<file path="src/rtl/apb_pkg.sv">
// Shared APB definitions: bus-phase encoding and default bus widths.
package apb_pkg;

    // Same encoding as the slave-side FSM so both ends read identically in waves.
    typedef enum logic [1:0] {
        IDLE   = 2'b00,
        SETUP  = 2'b01,
        ACCESS = 2'b10
    } apb_state_t;

    localparam int APB_AW = 8;
    localparam int APB_DW = 32;

endpackage

</file>
<file path="src/rtl/rr_arbiter.sv">
// Combinational round-robin picker: first request strictly after ptr, wrapping.
module rr_arbiter #(
    parameter int N = 2,
    localparam int IW = $clog2(N)
) (
    input  logic [N-1:0]  req,
    input  logic [IW-1:0] ptr,
    output logic [IW-1:0] grant_idx,
    output logic          valid
);

    // One extra bit so ptr + offset cannot overflow before the modulo-N fold.
    logic [IW:0] cand;

    // Scan offsets 1..N from the last winner; the first set request wins.
    always_comb begin
        grant_idx = '0;
        valid     = 1'b0;
        cand      = '0;
        for (int k = 1; k <= N; k++) begin
            cand = {1'b0, ptr} + (IW + 1)'(k);
            if (cand >= (IW + 1)'(N)) begin
                cand = cand - (IW + 1)'(N);
            end
            if (!valid && req[cand[IW-1:0]]) begin
                valid     = 1'b1;
                grant_idx = cand[IW-1:0];
            end
        end
    end

endmodule

</file>
<file path="src/rtl/apb_master_arbiter.sv">
// Multi-requester APB master: round-robin arbitration, one IDLE/SETUP/ACCESS
// transfer at a time, and a wait-state timeout that aborts hung transfers.
module apb_master_arbiter
    import apb_pkg::*;
#(
    parameter int N       = 2,
    parameter int AW      = APB_AW,
    parameter int DW      = APB_DW,
    parameter int TIMEOUT = 16
) (
    input  logic            PCLK,
    input  logic            PRESET,
    input  logic [N-1:0]    req,
    input  logic [N-1:0]    req_write,
    input  logic [N*AW-1:0] req_addr,
    input  logic [N*DW-1:0] req_wdata,
    output logic [N-1:0]    done,
    output logic [DW-1:0]   rdata,
    output logic            err,
    output logic            PSEL,
    output logic            PENABLE,
    output logic [AW-1:0]   PADDR,
    output logic            PWRITE,
    output logic [DW-1:0]   PWDATA,
    input  logic [DW-1:0]   PRDATA,
    input  logic            PREADY,
    input  logic            PSLVERR
);

    localparam int IW = $clog2(N);
    localparam int CW = (TIMEOUT > 0) ? $clog2(TIMEOUT + 1) : 1;
    // Counter value during the last ACCESS cycle allowed before the abort.
    localparam logic [CW-1:0] CNT_LAST = (TIMEOUT > 0) ? CW'(TIMEOUT - 1) : '0;
    localparam logic [CW-1:0] CNT_MAX  = '1;

    apb_state_t    state;
    logic [IW-1:0] grant;
    logic [IW-1:0] ptr;
    logic [CW-1:0] cnt;
    logic [IW-1:0] arb_idx;
    logic          arb_valid;
    logic          in_access;
    logic          timeout_hit;
    logic          finish;

    rr_arbiter #(.N(N)) u_rr (
        .req       (req),
        .ptr       (ptr),
        .grant_idx (arb_idx),
        .valid     (arb_valid)
    );

    // Completion fires on PREADY or when the wait-state budget is exhausted;
    // a reset in the same cycle suppresses the strobe.
    always_comb begin
        in_access   = (state == ACCESS) && !PRESET;
        timeout_hit = in_access && (TIMEOUT != 0) && !PREADY && (cnt == CNT_LAST);
        finish      = (in_access && PREADY) || timeout_hit;
        done        = '0;
        rdata       = '0;
        err         = 1'b0;
        if (finish) begin
            done[grant] = 1'b1;
            err         = timeout_hit ? 1'b1 : PSLVERR;
            if (!timeout_hit && !PWRITE) begin
                rdata = PRDATA;
            end
        end
    end

    // Bus sequencer: arbitrate in IDLE, one SETUP cycle, then ACCESS until done.
    always_ff @(posedge PCLK) begin
        if (PRESET) begin
            state   <= IDLE;
            PSEL    <= 1'b0;
            PENABLE <= 1'b0;
            PWRITE  <= 1'b0;
            PADDR   <= '0;
            PWDATA  <= '0;
            grant   <= '0;
            ptr     <= IW'(N - 1);
            cnt     <= '0;
        end else begin
            case (state)
                IDLE: begin
                    PSEL    <= 1'b0;
                    PENABLE <= 1'b0;
                    if (arb_valid) begin
                        grant  <= arb_idx;
                        ptr    <= arb_idx;
                        PADDR  <= req_addr[arb_idx*AW +: AW];
                        PWRITE <= req_write[arb_idx];
                        PWDATA <= req_wdata[arb_idx*DW +: DW];
                        PSEL   <= 1'b1;
                        state  <= SETUP;
                    end
                end
                SETUP: begin
                    PENABLE <= 1'b1;
                    state   <= ACCESS;
                end
                ACCESS: begin
                    if (finish) begin
                        PSEL    <= 1'b0;
                        PENABLE <= 1'b0;
                        cnt     <= '0;
                        state   <= IDLE;
                    end else if (!PREADY && cnt != CNT_MAX) begin
                        cnt <= cnt + 1'b1;
                    end
                end
                default: begin
                    PSEL    <= 1'b0;
                    PENABLE <= 1'b0;
                    cnt     <= '0;
                    state   <= IDLE;
                end
            endcase
        end
    end

endmodule

</file>
<file path="config.mk">
export PLATFORM = sky130hd
export DESIGN_NAME = apb_master_arbiter
export DESIGN_NICKNAME = d
export VERILOG_FILES = /design/src/rtl/apb_pkg.sv /design/src/rtl/rr_arbiter.sv /design/src/rtl/apb_master_arbiter.sv
export SDC_FILE = /design/constraint.sdc
export NUM_CORES = 1
export LEC_CHECK = 0
export BUFFER_PORTS_ARGS = -buffer_cell sky130_fd_sc_hd__buf_2
export CORE_UTILIZATION = 45
export DETAILED_ROUTE_END_ITERATION = 7
export PLACE_DENSITY = 0.86
export SLEW_MARGIN = 20
export SYNTH_ARGS = -nofsm -noshare
export SYNTH_HDL_FRONTEND = slang
export SYNTH_SLANG_ARGS = --single-unit
</file>
<file path="constraint.sdc">
create_clock -name PCLK -period 4.75 [get_ports PCLK]
set_clock_uncertainty 0.05 [all_clocks]
set_input_delay 0.475 -clock PCLK [delete_from_list [all_inputs] [get_ports PCLK]]
set_output_delay 0.475 -clock PCLK [all_outputs]
set_load 0.02 [all_outputs]
</file>
# After elaboration in Yosys (flattened, before gate mapping)
# Cells that the tools add are included.
# Widths: inputs -> output; s select.
# word_totals
input_bits,120
output_inout_bits,78
reg_bits,52
word_cells,81
# op_classes
eq_ne,7
n_bitwise,2
muxes,29
shifts,2
n_addsub,5
reduce_logical,20
order_cmp,7
# op_table
op,n
$mux 32,2
$shiftx 64x7->32,1
$mux 1,17
$shiftx 16x5->8,1
$mux 5,2
$pmux 5 s2,1
$logic_and 1x1->1,8
$lt 1x2->1 const B,4
$reduce_and 2->1,4
$mux 2,3
$pmux 2 s3,1
$add 5x1->5 const B,1
$eq 5x4->1 const B,1
$logic_not 1->1,5
$ne 5x5->1 const B,1
$ge 2x2->1 const B,2
$ne 2x2->1 const B,2
$ne 3x2->1 const B,1
$pmux 1 s3,1
$add 1x1->2 const B,1
$add 1x2->2 const B,1
$eq 2x1->1 const B,1
$eq 2x2->1 const B,1
$logic_not 2->1,1
other kinds (7),9

# Longest topological paths before layout
# Gate-level depths: netlist of the first run.
# logic_depth
depth_word,11
ltp_mapped,6
mapped_depth_nobuf,6

# Cells and area by module
# From an unflattened synthesis of the first run, not the netlist that was laid out.
# unflattened
cells_unflattened,281
area_unflattened_um2,2583.7
# modules_own_cells
module,area_per_inst_um2,instances,cells_per_inst,seq_area_each_um2
apb_master_arbiter,2570.0,1,279,1041.0
rr_arbiter,13.8,1,2,0.0

# Worst setup path after synthesis of the first run
# OpenSTA, ideal clock, no wires.
# synth_timing
path_type,reg-to-output
from,register cnt[0]
to,output done[1]
t_required_ns,4.225
stages_incl_launch_ff,6
path_buffers,0
arrival_ns,1.513
setup_slack_ns,2.712
path_cell_list,dfxtp_1 > ha_1 > and3_1 > ha_1 > nor2_1 > nor3b_1
# synth_via
elab_chain_cells,4
# synth_lines
item,line_no,source
from (decl),apb_master_arbiter.sv:39,logic [CW-1:0] cnt;
from (signal assigned),apb_master_arbiter.sv:109,cnt <= cnt + 1'b1;
$eq 5x4->1,apb_master_arbiter.sv:57,timeout_hit = in_access && (TIMEOUT != 0) && !PREADY && (cnt == CNT_LAST);
$logic_and 1x1->1,apb_master_arbiter.sv:57,
$logic_or 1x1->1,apb_master_arbiter.sv:58,finish = (in_access && PREADY) || timeout_hit;
$mux 2,apb_master_arbiter.sv:62,if (finish) begin
to (decl),apb_master_arbiter.sv:17,"output logic [N-1:0] done,"
# No other way between the ends.

# Final worst setup path of the first run
# layout_timing
from,register state[1]
to,output rdata[8]
# layout_via
elab_chain_cells,8
word_cells_on_any_way,10
cone_classes,eq/ne (1); mux (2); reduce/logical (7)
# layout_lines
item,line_no,source
from (decl),apb_master_arbiter.sv:36,apb_state_t state;
from (signal assigned),apb_master_arbiter.sv:74,state <= IDLE;
from (signal assigned),apb_master_arbiter.sv:95,state <= SETUP;
from (signal assigned),apb_master_arbiter.sv:100,state <= ACCESS;
$eq 2x2->1 (*),apb_master_arbiter.sv:56,in_access = (state == ACCESS) && !PRESET;
$logic_and 1x1->1 (*),apb_master_arbiter.sv:56,
$logic_and 1x1->1 (2 in a row),apb_master_arbiter.sv:57,
$logic_not 1->1,apb_master_arbiter.sv:65,if (!timeout_hit && !PWRITE) begin
$logic_and 1x1->1,apb_master_arbiter.sv:65,
$mux 32,apb_master_arbiter.sv:65,
$mux 32 (*),apb_master_arbiter.sv:62,
to (decl),apb_master_arbiter.sv:18,"output logic [DW-1:0] rdata,"
# Mark *: on every way between the ends. The rest lies on a longest branch, timed or not.

==> results.yml, run 1 <==
cells_and_area:
  nNetsFinal: 632
  area_growth_pct: 38.1
  postLayoutCellArea_um2: 3990
  layout-drive-gt1-share_pct: 50.4
  final_cells: 587
die:
  num_io_pins: 198
  die_x_um: 82.2
  rows: 28
  initial_core_util_pct: 47.7
  dieArea_um2: 6750
  die_y_um: 82.2
  core_um2: 6060
worst_setup_path:
  critPathArrivalTime_ns: 2.32
  cp_max_fo: 32
  reg2reg_to: "PWDATA[0]$_SDFFE_PP0P_"
  reg2reg_slack_ns: 2.68
  worstSetupEndpointType: "primary output"
  worstSetupEndpoint: "rdata[8]"
  cp-startpoint: "state[1]$_SDFFE_PP0P_"
  crit_type: "flip-flop to primary output"
  required_ns: 4.22
  r2r_cells: 4
  worstReg2RegStart: "state[1]$_SDFFE_PP0P_"
  worstSetupStartpointType: "flip-flop"
logic_synthesis:
  synthAdderAreaFrac_pct: 1.30
  syn_area_per_cell_um2: 8.71
  yosysTopAreaCellShare_pct: 36.0
  syn_inst: 332
  yosys.area.top_type: "dfxtp_1"
  synth_ff_type: "dfxtp_1"
  synth_edf_count: 0
  syn_nets: 455
  synth_warnings: 0
  synthSimpleGateAreaFrac_pct: 23.8
  synth_area_um2: 2890
  synth.area.top_cells: "dfxtp_1, a311oi_2, nand2_1, a21oi_1, and2_1"
  synth_top_family_by_area: "compound AO/OA/AOI/OAI gates"
  seq_area_frac_synth_pct: 36.0
  synthArstFlopShare_pct: 0
  ys_ff_latch: 52
  synth.area.mux_share_pct: 0.692
  synth_xor_area_share_pct: 0
  synth_compound_area_share_pct: 31.8
  synth.distinct_cells: 38
clock_network:
  postCtsSetupBuffers: 0
  cts.sinks: 52
  cts-root-buf: "clkbuf_8"
  cts_tree: "built"
  ctsHoldBuffers: 0
  clockBufferDepth: 2
  cts_buffers: 5
  cts.clk_slew.worst_paths_ns: 0.10
  h-tree-depth: 2
  cts_resized: 0
  clk_latency_ns: 0.30
detailed_routing:
  wl_um: 8910
  ant_nets: 0
  via_per_inst: 5.36
  drc: 0
  num_vias: 3147
  wl_per_cell_um: 15.2
  dr.pass1.iters: 4
  drt_iter0_markers: 151
timing:
  report.final.slew_viol_count: 0
  fin_crit_sh_pct: 59.8
  relSlewSlack_pct: 48.5
  tns_ns: 0
  fin_crit_ns: 2.84
  report.final.setup_viol: 0
  finalHoldViolCount: 0
  rsz0062_at_grt: "false"
  worstMarginPinSlew_ns: 0.772
  max_freq_mhz: 352
power:
  power_density_nw_per_um2: 303
  p_leak_nw: 1.96
  ir_drop_v: 0.000196
placed_design:
  dp.cells: 576
  portBuffers: 197
  dp_hpwl_um: 6450
  place_area_um2: 3840
  gp_congestion: 0.766
global_routing:
  antenna_found_initial: 2
  grt_pass1_wl_um: 12800
  grt_overflow: 0
  grt_pass1_vias: 2822
  grt_start_max_net_pins: 50
  track_usage_pct: 25.0
run_status:
  status: "completed"
worst_hold_path:
  hold_path_class: "input port to flip-flop"
job:
  drv_cap: 0
synth_stat cells (3+ instances only):
cell and instances:
a21oi_1 44, buf_2 3, clkbuf_1 17, dfxtp_1 52, nor2_1 8, and2_1 32, nand2_1 87, buf_6 6
a311oi_2 40, ha_1 3, buf_1 3, inv_1 4
worst min-delay path by stage:
stage,slack [ns],end,cells past startpoint,start
floorplan,0.40,cnt[1]$_SDFFE_PP0P_,2,cnt[1]$_SDFFE_PP0P_
global placement,0.41,cnt[1]$_SDFFE_PP0P_,2,cnt[1]$_SDFFE_PP0P_
detailed placement,0.43,cnt[1]$_SDFFE_PP0P_,2,cnt[1]$_SDFFE_PP0P_
CTS,0.37,PWDATA[5]$_SDFFE_PP0P_,3,req_wdata[37]
global route,0.38,PWDATA[26]$_SDFFE_PP0P_,3,req_wdata[58]
finish,0.40,PWDATA[5]$_SDFFE_PP0P_,3,req_wdata[37]
cell type report:
class                      instances  area [µm²]
fill                             528        2070
clock buffer                       6        82.6
tap                               75        93.8
antenna                            2        5.00
clock inverter                     2        38.8
timing repair buffer             201        1040
multi-input combinational        245        1680
inverter                           4        15.0
sequential                        52        1040
per-stage QoR:
stage	hold slack (ns)	worst slack (ns)	power [mW]	utilization (%)
after global placement	0.413	2.30	0.888	63.4
final	0.395	1.91	1.21	65.9
after floorplan	0.397	2.71	0.777	-
after detailed placement	0.429	2.17	0.897	63.4
after CTS	0.374	1.93	1.21	65.4
after global routing	0.383	1.71	1.28	65.9
worst max-delay path, stage by stage (launching register included):
cell,delay [ns]
dfxtp_1,0.48
nor3b_2,0.46
and3b_1,0.68
and2_1,0.23
buf_2,0.17
sequential cells by signal (all words and copies together), names as in the netlist:
name	count
PENABLE	1
ptr	1
grant	1
PSEL	1
PADDR	8
cnt	5
PWRITE	1
PWDATA	32
state	2
cells by family (layout without fill, tap and decap cells):
group | Yosys count | count (layout)
DFF | 52 | 52
muxes | 2 | 2
other | 0 | 2
AOI/OAI and AO/OA | 95 | 95
adders and majority gates | 3 | 3
and+or+nand+nor | 145 | 145
buffers and inverters | 35 | 213
layer usage:
metal / vias to the layer above / global-route usage [%] / routed length [µm]
met1: 1411 / 25.9 / 3280
li1: 1529 / - / -
met2: 179 / 45.2 / 4470
met5: - / 0 / 0
met3: 28 / 6.59 / 789
met4: 0 / 14.4 / 372
placed cells by master (no fill, tap or decap), types with 2 or more instances in the layout:
master | synthesis | final
nand2_1 | 87 | 87
diode_2 | 0 | 2
buf_2 | 3 | 197
nor2b_1 | 2 | 2
o211ai_2 | 2 | 2
inv_1 | 4 | 4
nor3_1 | 2 | 2
dfxtp_1 | 52 | 52
a21oi_1 | 44 | 44
a21bo_2 | 1 | 2
nor2_1 | 8 | 7
nand4b_1 | 2 | 2
mux2i_1 | 2 | 2
and2_1 | 32 | 32
nand4_1 | 2 | 2
buf_4 | 1 | 3
clkbuf_8 | 0 | 6
a311oi_2 | 40 | 40
and3_1 | 2 | 2
ha_1 | 3 | 3
power by group:
group	switching (mW)	internal (mW)	total (mW)
clock	0.146	0.172	0.319
combinational	0.228	0.150	0.378
sequential	0.0285	0.485	0.513
total	0.403	0.807	1.21
No activity file was read; power rests on OpenSTA's default activity.
==> run 2: changes to the inputs <==
--- a/config.mk
+++ b/config.mk
@@ -5,10 +5,11 @@
 export SDC_FILE = /design/constraint.sdc
 export NUM_CORES = 1
 export LEC_CHECK = 0
+export ABC_AREA = 1
 export BUFFER_PORTS_ARGS = -buffer_cell sky130_fd_sc_hd__buf_2
-export CORE_UTILIZATION = 45
+export CORE_UTILIZATION = 40
 export DETAILED_ROUTE_END_ITERATION = 7
-export PLACE_DENSITY = 0.86
+export PLACE_DENSITY = 0.8
 export SLEW_MARGIN = 20
 export SYNTH_ARGS = -nofsm -noshare
 export SYNTH_HDL_FRONTEND = slang
==> constraint.sdc (replaced) <==
create_clock -name PCLK -period 2.9 [get_ports PCLK]
set_clock_uncertainty 0.05 [all_clocks]
set_input_delay 0.29 -clock PCLK [delete_from_list [all_inputs] [get_ports PCLK]]
set_output_delay 0.29 -clock PCLK [all_outputs]
set_load 0.02 [all_outputs]
==> run 2 against run 1 <==
Global-route usage decreased by 3.1 points; worst setup slack got worse by 1.5 ns; power rose by 61%; die area increased by 2.4%; utilization fell by 6.7 points; hold slack worse by 0.20 ns; design area down 5.9%; synthesized cell count grew 18%; sequential power up 66%; area after synthesis fell by 8.9%; via count increased by 3.3%; largest cell class unchanged.
==> results.yml, run 2 <==
clock_network:
  cts_tree: "built"
  h-tree-depth: 2
  cts.clk_slew.worst_paths_ns: 0.09
  clockBufferDepth: 2
  clk_latency_ns: 0.29
  postCtsSetupBuffers: 0
  cts-root-buf: "clkbuf_8"
  cts_resized: 0
  ctsHoldBuffers: 0
  cts_buffers: 5
  cts.sinks: 52
timing:
  worstMarginPinSlew_ns: 0.713
  report.final.setup_viol: 0
  max_freq_mhz: 398
  tns_ns: 0
  fin_crit_ns: 2.51
  report.final.slew_viol_count: 0
  finalHoldViolCount: 0
  finalHoldWorstSlack_ns: 0.197
  relSlewSlack_pct: 52.4
  rsz0062_at_grt: "false"
  fin_ws_ns: 0.390
  fin_crit_sh_pct: 86.6
worst_setup_path:
  crit_chain: "ha_1, nand2_1, nor2_1, ha_1, inv_1, nand2_1, buf_4, nand3_1, nor2_1, buf_2"
  reg2reg_slack_ns: 0.76
  cp_slowest_cell: "dfxtp_1"
  critPathBufInv: 3
  worstSetupEndpointType: "primary output"
  worstReg2RegStart: "cnt[0]$_SDFFE_PP0P_"
  reg2reg_to: "cnt[4]$_SDFFE_PP0P_"
  crit_type: "flip-flop to primary output"
  critPathArrivalTime_ns: 2.17
  cp_max_fo: 34
  required_ns: 2.56
  r2r_cells: 13
  critPathTopFamily: "buffers and inverters"
  cpPeakStageDelay_ns: 0.41
  worstSetupStartpointType: "flip-flop"
cells_and_area:
  layout-drive-gt1-share_pct: 38.2
  nNetsFinal: 695
  layout_common_cells: "buf_2, nand2_1, dfxtp_1, nor2_1, a31oi_1"
  final_common_cell: "buf_2"
  final_cells: 651
  regMostFlops: "PWDATA"
  area_growth_pct: 42.6
  largestRegisters: "PWDATA (32), PADDR (8), cnt (5)"
  largest_reg_flops: 32
  postLayoutCellArea_um2: 3760
  nFillCells: 598
placed_design:
  dp_slack_ns: 0.718
  gp_congestion: 0.777
  portBuffers: 197
  dp_hpwl_um: 5780
  place_area_um2: 3630
  dp.cells: 642
global_routing:
  grt_start_max_net_pins: 75
  grt_pass1_vias: 2955
  grt_overflow: 0
  antenna_found_initial: 1
  grt_pass1_wl_um: 12800
  track_usage_pct: 21.9
job:
  drv_cap: 0
worst_hold_path:
  hold_end: "PWDATA[22]$_SDFFE_PP0P_"
  worstHoldStart: "req_wdata[54]"
  hold_path_class: "input port to flip-flop"
  min_path_cells: 3
logic_synthesis:
  synth_ff_type: "dfxtp_1"
  syn_area_per_cell_um2: 6.70
  ys_ff_latch: 52
  synth.distinct_cells: 22
  seq_area_frac_synth_pct: 39.5
  yosysTopAreaCellShare_pct: 39.5
  yosys.area.top_type: "dfxtp_1"
  syn_nets: 516
  synth_edf_count: 0
  synth_warnings: 0
  synthArstFlopShare_pct: 0
  synth_area_um2: 2640
  syn_inst: 393
  synthTopCellsByCount: "nand2_1, dfxtp_1, nor2_1"
  synth_most_common_cell: "nand2_1"
  synth.area.top_cells: "dfxtp_1, nand2_1, a31oi_1, nor2_1, o21ai_0"
detailed_routing:
  dr.pass1.iters: 4
  drt_iter0_markers: 91
  wl_um: 7730
  via_per_inst: 4.99
  ant_nets: 0
  wl_per_cell_um: 11.9
  drc: 0
  num_vias: 3250
power:
  p_leak_nw: 1.99
  ir_drop_v: 0.000317
  power_density_nw_per_um2: 517
die:
  dieArea_um2: 6920
  die_y_um: 83.2
  num_io_pins: 198
  rows: 29
  core_um2: 6350
  initial_core_util_pct: 41.5
  die_x_um: 83.2
run_status:
  status: "completed"
run 2: worst max path at each step:
stage,start,end,slack (ns),cells past startpoint
5_1_grt,cnt[0]$_SDFFE_PP0P_,rdata[0],0.09,10
2_1_floorplan,cnt[0]$_SDFFE_PP0P_,rdata[10],0.75,9
3_5_place_dp,cnt[0]$_SDFFE_PP0P_,rdata[8],0.72,10
4_1_cts,cnt[0]$_SDFFE_PP0P_,rdata[8],0.37,10
3_3_place_gp,cnt[0]$_SDFFE_PP0P_,rdata[9],0.80,10
6_report,cnt[0]$_SDFFE_PP0P_,rdata[0],0.39,10
run 2: metrics by stage:
step / utilization [%] / power (mW)
floorplan: - / 1.22
global placement: 57.1 / 1.41
detailed placement: 57.1 / 1.43
CTS: 59.1 / 1.96
global route: 59.2 / 2.05
finish: 59.2 / 1.94
run 2: logic make-up after synthesis:
logic type,after synthesis,synth area share (%)
and+or+nand+nor,203,31.7
adders and majority gates,3,1.42
buffers and inverters,48,8.21
DFF,52,39.5
AOI/OAI and AO/OA,86,18.9
xor gates and xnor gates,1,0.332
run 2: worst register-to-register path: stages, from the launching register on:
cell	delay (ns)
dfxtp_1	0.41
ha_1	0.21
nand2_1	0.06
nor2_1	0.15
ha_1	0.20
inv_1	0.04
nand2_1	0.05
buf_4	0.31
a21oi_4	0.12
nand2_2	0.13
nand2_2	0.10
nand2_1	0.10
nand2_1	0.06
nor2_1	0.10
run 2: area by class of cell:
cell class                      instances  area [µm²]  share of cell area [%]
Antenna cell                            1        2.50                  0.0666
Tap cell                               77        96.3                    2.56
Sequential cell                        52        1040                    27.7
Clock buffer                            7        96.3                    2.56
Multi-Input combinational cell        293        1380                    36.8
Timing Repair Buffer                  203        1040                    27.8
Clock inverter                          1        30.0                   0.799
Inverter                               17        63.8                    1.70
run 2: metal layers:
| layer | up-vias | routed length (µm) | global-route usage, % |
|---|---|---|---|
| li1 | 1663 | - | - |
| met1 | 1436 | 3090 | 23.9 |
| met2 | 141 | 3900 | 41.0 |
| met3 | 10 | 612 | 4.97 |
| met4 | 0 | 126 | 7.99 |
| met5 | - | 0 | 0 |
run 2: report_power, final:
group | switching (mW) | leakage (nW) | total, mW | internal [mW]
Sequential | 0.0500 | 0.431 | 0.854 | 0.804
Clock | 0.232 | 0.0645 | 0.537 | 0.305
Combinational | 0.349 | 1.50 | 0.554 | 0.205
==> run 3: changes to the inputs <==
--- a/config.mk
+++ b/config.mk
@@ -10,6 +10,7 @@
 export CORE_UTILIZATION = 40
 export DETAILED_ROUTE_END_ITERATION = 7
 export PLACE_DENSITY = 0.8
+export SETUP_SLACK_MARGIN = 0.4
 export SLEW_MARGIN = 20
 export SYNTH_ARGS = -nofsm -noshare
 export SYNTH_HDL_FRONTEND = slang
==> run 3 against run 2 <==
Final cell count did not move; sequential power barely moved; power up 0.50%; clock power is essentially flat; via count is 0.89% higher; wire length rose by 2.7%; first-iteration DRC count increased by 21%; largest cell class unchanged.
==> results.yml, run 3 (synthesis results as in run 2) <==
clock_network:
  cts-root-buf: "clkbuf_8"
  cts.sinks: 52
  cts.clk_slew.worst_paths_ns: 0.09
  postCtsSetupBuffers: 0
  clockBufferDepth: 2
  cts_buffers: 5
  clk_latency_ns: 0.29
  h-tree-depth: 2
  cts_tree: "built"
  ctsHoldBuffers: 0
cells_and_area:
  largestRegisters: "PWDATA (32), PADDR (8), cnt (5)"
  layout-drive-gt1-share_pct: 39.4
  nFillCells: 581
  area_growth_pct: 45.1
  nNetsFinal: 696
  final_common_cell: "buf_2"
  num_antenna_cells: 0
  layout_common_cells: "buf_2, nand2_1, dfxtp_1, nor2_1, a31oi_1"
  largest_reg_flops: 32
  regMostFlops: "PWDATA"
power:
  swShare_pct: 32.4
  p_comb_share_pct: 28.9
  pwr-share-clk_pct: 27.3
  p_switching_mw: 0.633
  p_seq_share_pct: 43.8
  power_density_nw_per_um2: 511
  p_int_mw: 1.32
  p_leak_nw: 2.01
  ir_drop_v: 0.000315
  total_power_mw: 1.95
die:
  num_io_pins: 198
  dieArea_um2: 6920
  rows: 29
  die_x_um: 83.2
  core_um2: 6350
  initial_core_util_pct: 41.5
  die_y_um: 83.2
detailed_routing:
  wl_per_cell_um: 12.2
  wl_um: 7940
  num_vias: 3279
  drt_iter0_markers: 110
  dr.pass1.iters: 4
  via_per_inst: 5.04
  ant_nets: 0
  drc: 0
timing:
  max_freq_mhz: 428
  report.final.slew_viol_count: 0
  relSlewSlack_pct: 52.6
  fin_crit_ns: 2.34
  finalHoldViolCount: 0
  fin_crit_sh_pct: 80.6
  rsz0062_at_grt: "false"
  report.final.setup_viol: 0
  worstMarginPinSlew_ns: 0.711
  tns_ns: 0
worst_setup_path:
  required_ns: 2.56
  crit_type: "flip-flop to primary output"
  worstSetupStartpointType: "flip-flop"
  critPathArrivalTime_ns: 2.00
  cp_max_fo: 17
  worstSetupEndpointType: "primary output"
global_routing:
  use_met3_pct: 5.07
  grt_overflow: 0
  track_usage_pct: 22.0
  use_met1_pct: 23.8
  grt_start_max_net_pins: 75
  antenna_found_initial: 0
  grt_pass1_vias: 2963
  grt_pass1_wl_um: 12800
  use_met2_pct: 41.4
  grt.busiest_layer: "met2"
placed_design:
  gp_congestion: 0.777
  dp_hpwl_um: 5780
  portBuffers: 197
job:
  drv_cap: 0
run_status:
  status: "completed"
worst_hold_path:
  hold_path_class: "input port to flip-flop"
## run 3: cell count changes in the layout (fill, tap and decap cells not counted), sizes merged
cell    before  now
clkbuf       7    8
diode        1    0
## run 3: final timing paths
| path | startpoint | endpoint | slack (ns) | cells past startpoint |
|---|---|---|---|---|
| max | cnt[0]$_SDFFE_PP0P_ | rdata[16] | 0.56 | 10 |
| max reg2reg | cnt[0]$_SDFFE_PP0P_ | cnt[0]$_SDFFE_PP0P_ | 0.85 | 13 |
| min | req_wdata[16] | PWDATA[16]$_SDFFE_PP0P_ | 0.20 | 3 |
| min reg2reg | PSEL$_SDFFE_PP0P_ | PSEL$_SDFFE_PP0P_ | 0.42 | 2 |
## run 3: power by group through the flow
stage	clock [mW]	combinational, mW	sequential (mW)
4_1_cts	0.549	0.561	0.855
6_report	0.534	0.565	0.855
2_1_floorplan	0	0.259	0.959
5_1_grt	0.574	0.622	0.867
3_3_place_gp	0	0.549	0.865
3_5_place_dp	0	0.558	0.868
## run 3: what timing repair did
action / in CTS / in global routing
cloned: 0 / 1
endpoints found under the setup margin: 8 / 35
gates resized for setup: 2 / 12
pin swaps: 0 / 0
## run 3: cell type report
type	instances	area, µm²	share of cell area (%)
Multi-Input combinational cell	293	1400	36.7
Timing Repair Buffer	204	1090	28.5
Sequential cell	52	1050	27.4
Clock buffer	7	96.3	2.52
Tap cell	77	96.3	2.52
Inverter	17	63.8	1.67
Clock inverter	1	30.0	0.785
## run 3: routing by layer
metal / up-vias / wire [µm]
li1: 1665 / -
met2: 150 / 4040
met4: 0 / 159
met5: - / 0
met1: 1452 / 3100
met3: 12 / 644
## run 3: per-stage QoR
step | std cells | hold WS [ns] | utilization [%] | setup slack [ns] | area, µm²
after CTS | 650 | 0.183 | 59.3 | 0.417 | 3770
after floorplan | 393 | 0.309 | - | 0.748 | 2640
after global routing | 651 | 0.199 | 60.2 | 0.377 | 3820
final | 651 | 0.197 | 60.2 | 0.564 | 3820
after global placement | 642 | 0.393 | 57.1 | 0.797 | 3630
after detailed placement | 642 | 0.401 | 57.1 | 0.718 | 3630
## run 3: worst max-delay path, cell delays in order (launching register included)
cell,delay [ns]
dfxtp_4,0.38
ha_1,0.18
nand2_1,0.07
nor2_2,0.12
ha_2,0.20
inv_1,0.05
nand2_2,0.12
clkbuf_16,0.19
nand3_1,0.08
nor2_1,0.13
buf_2,0.18
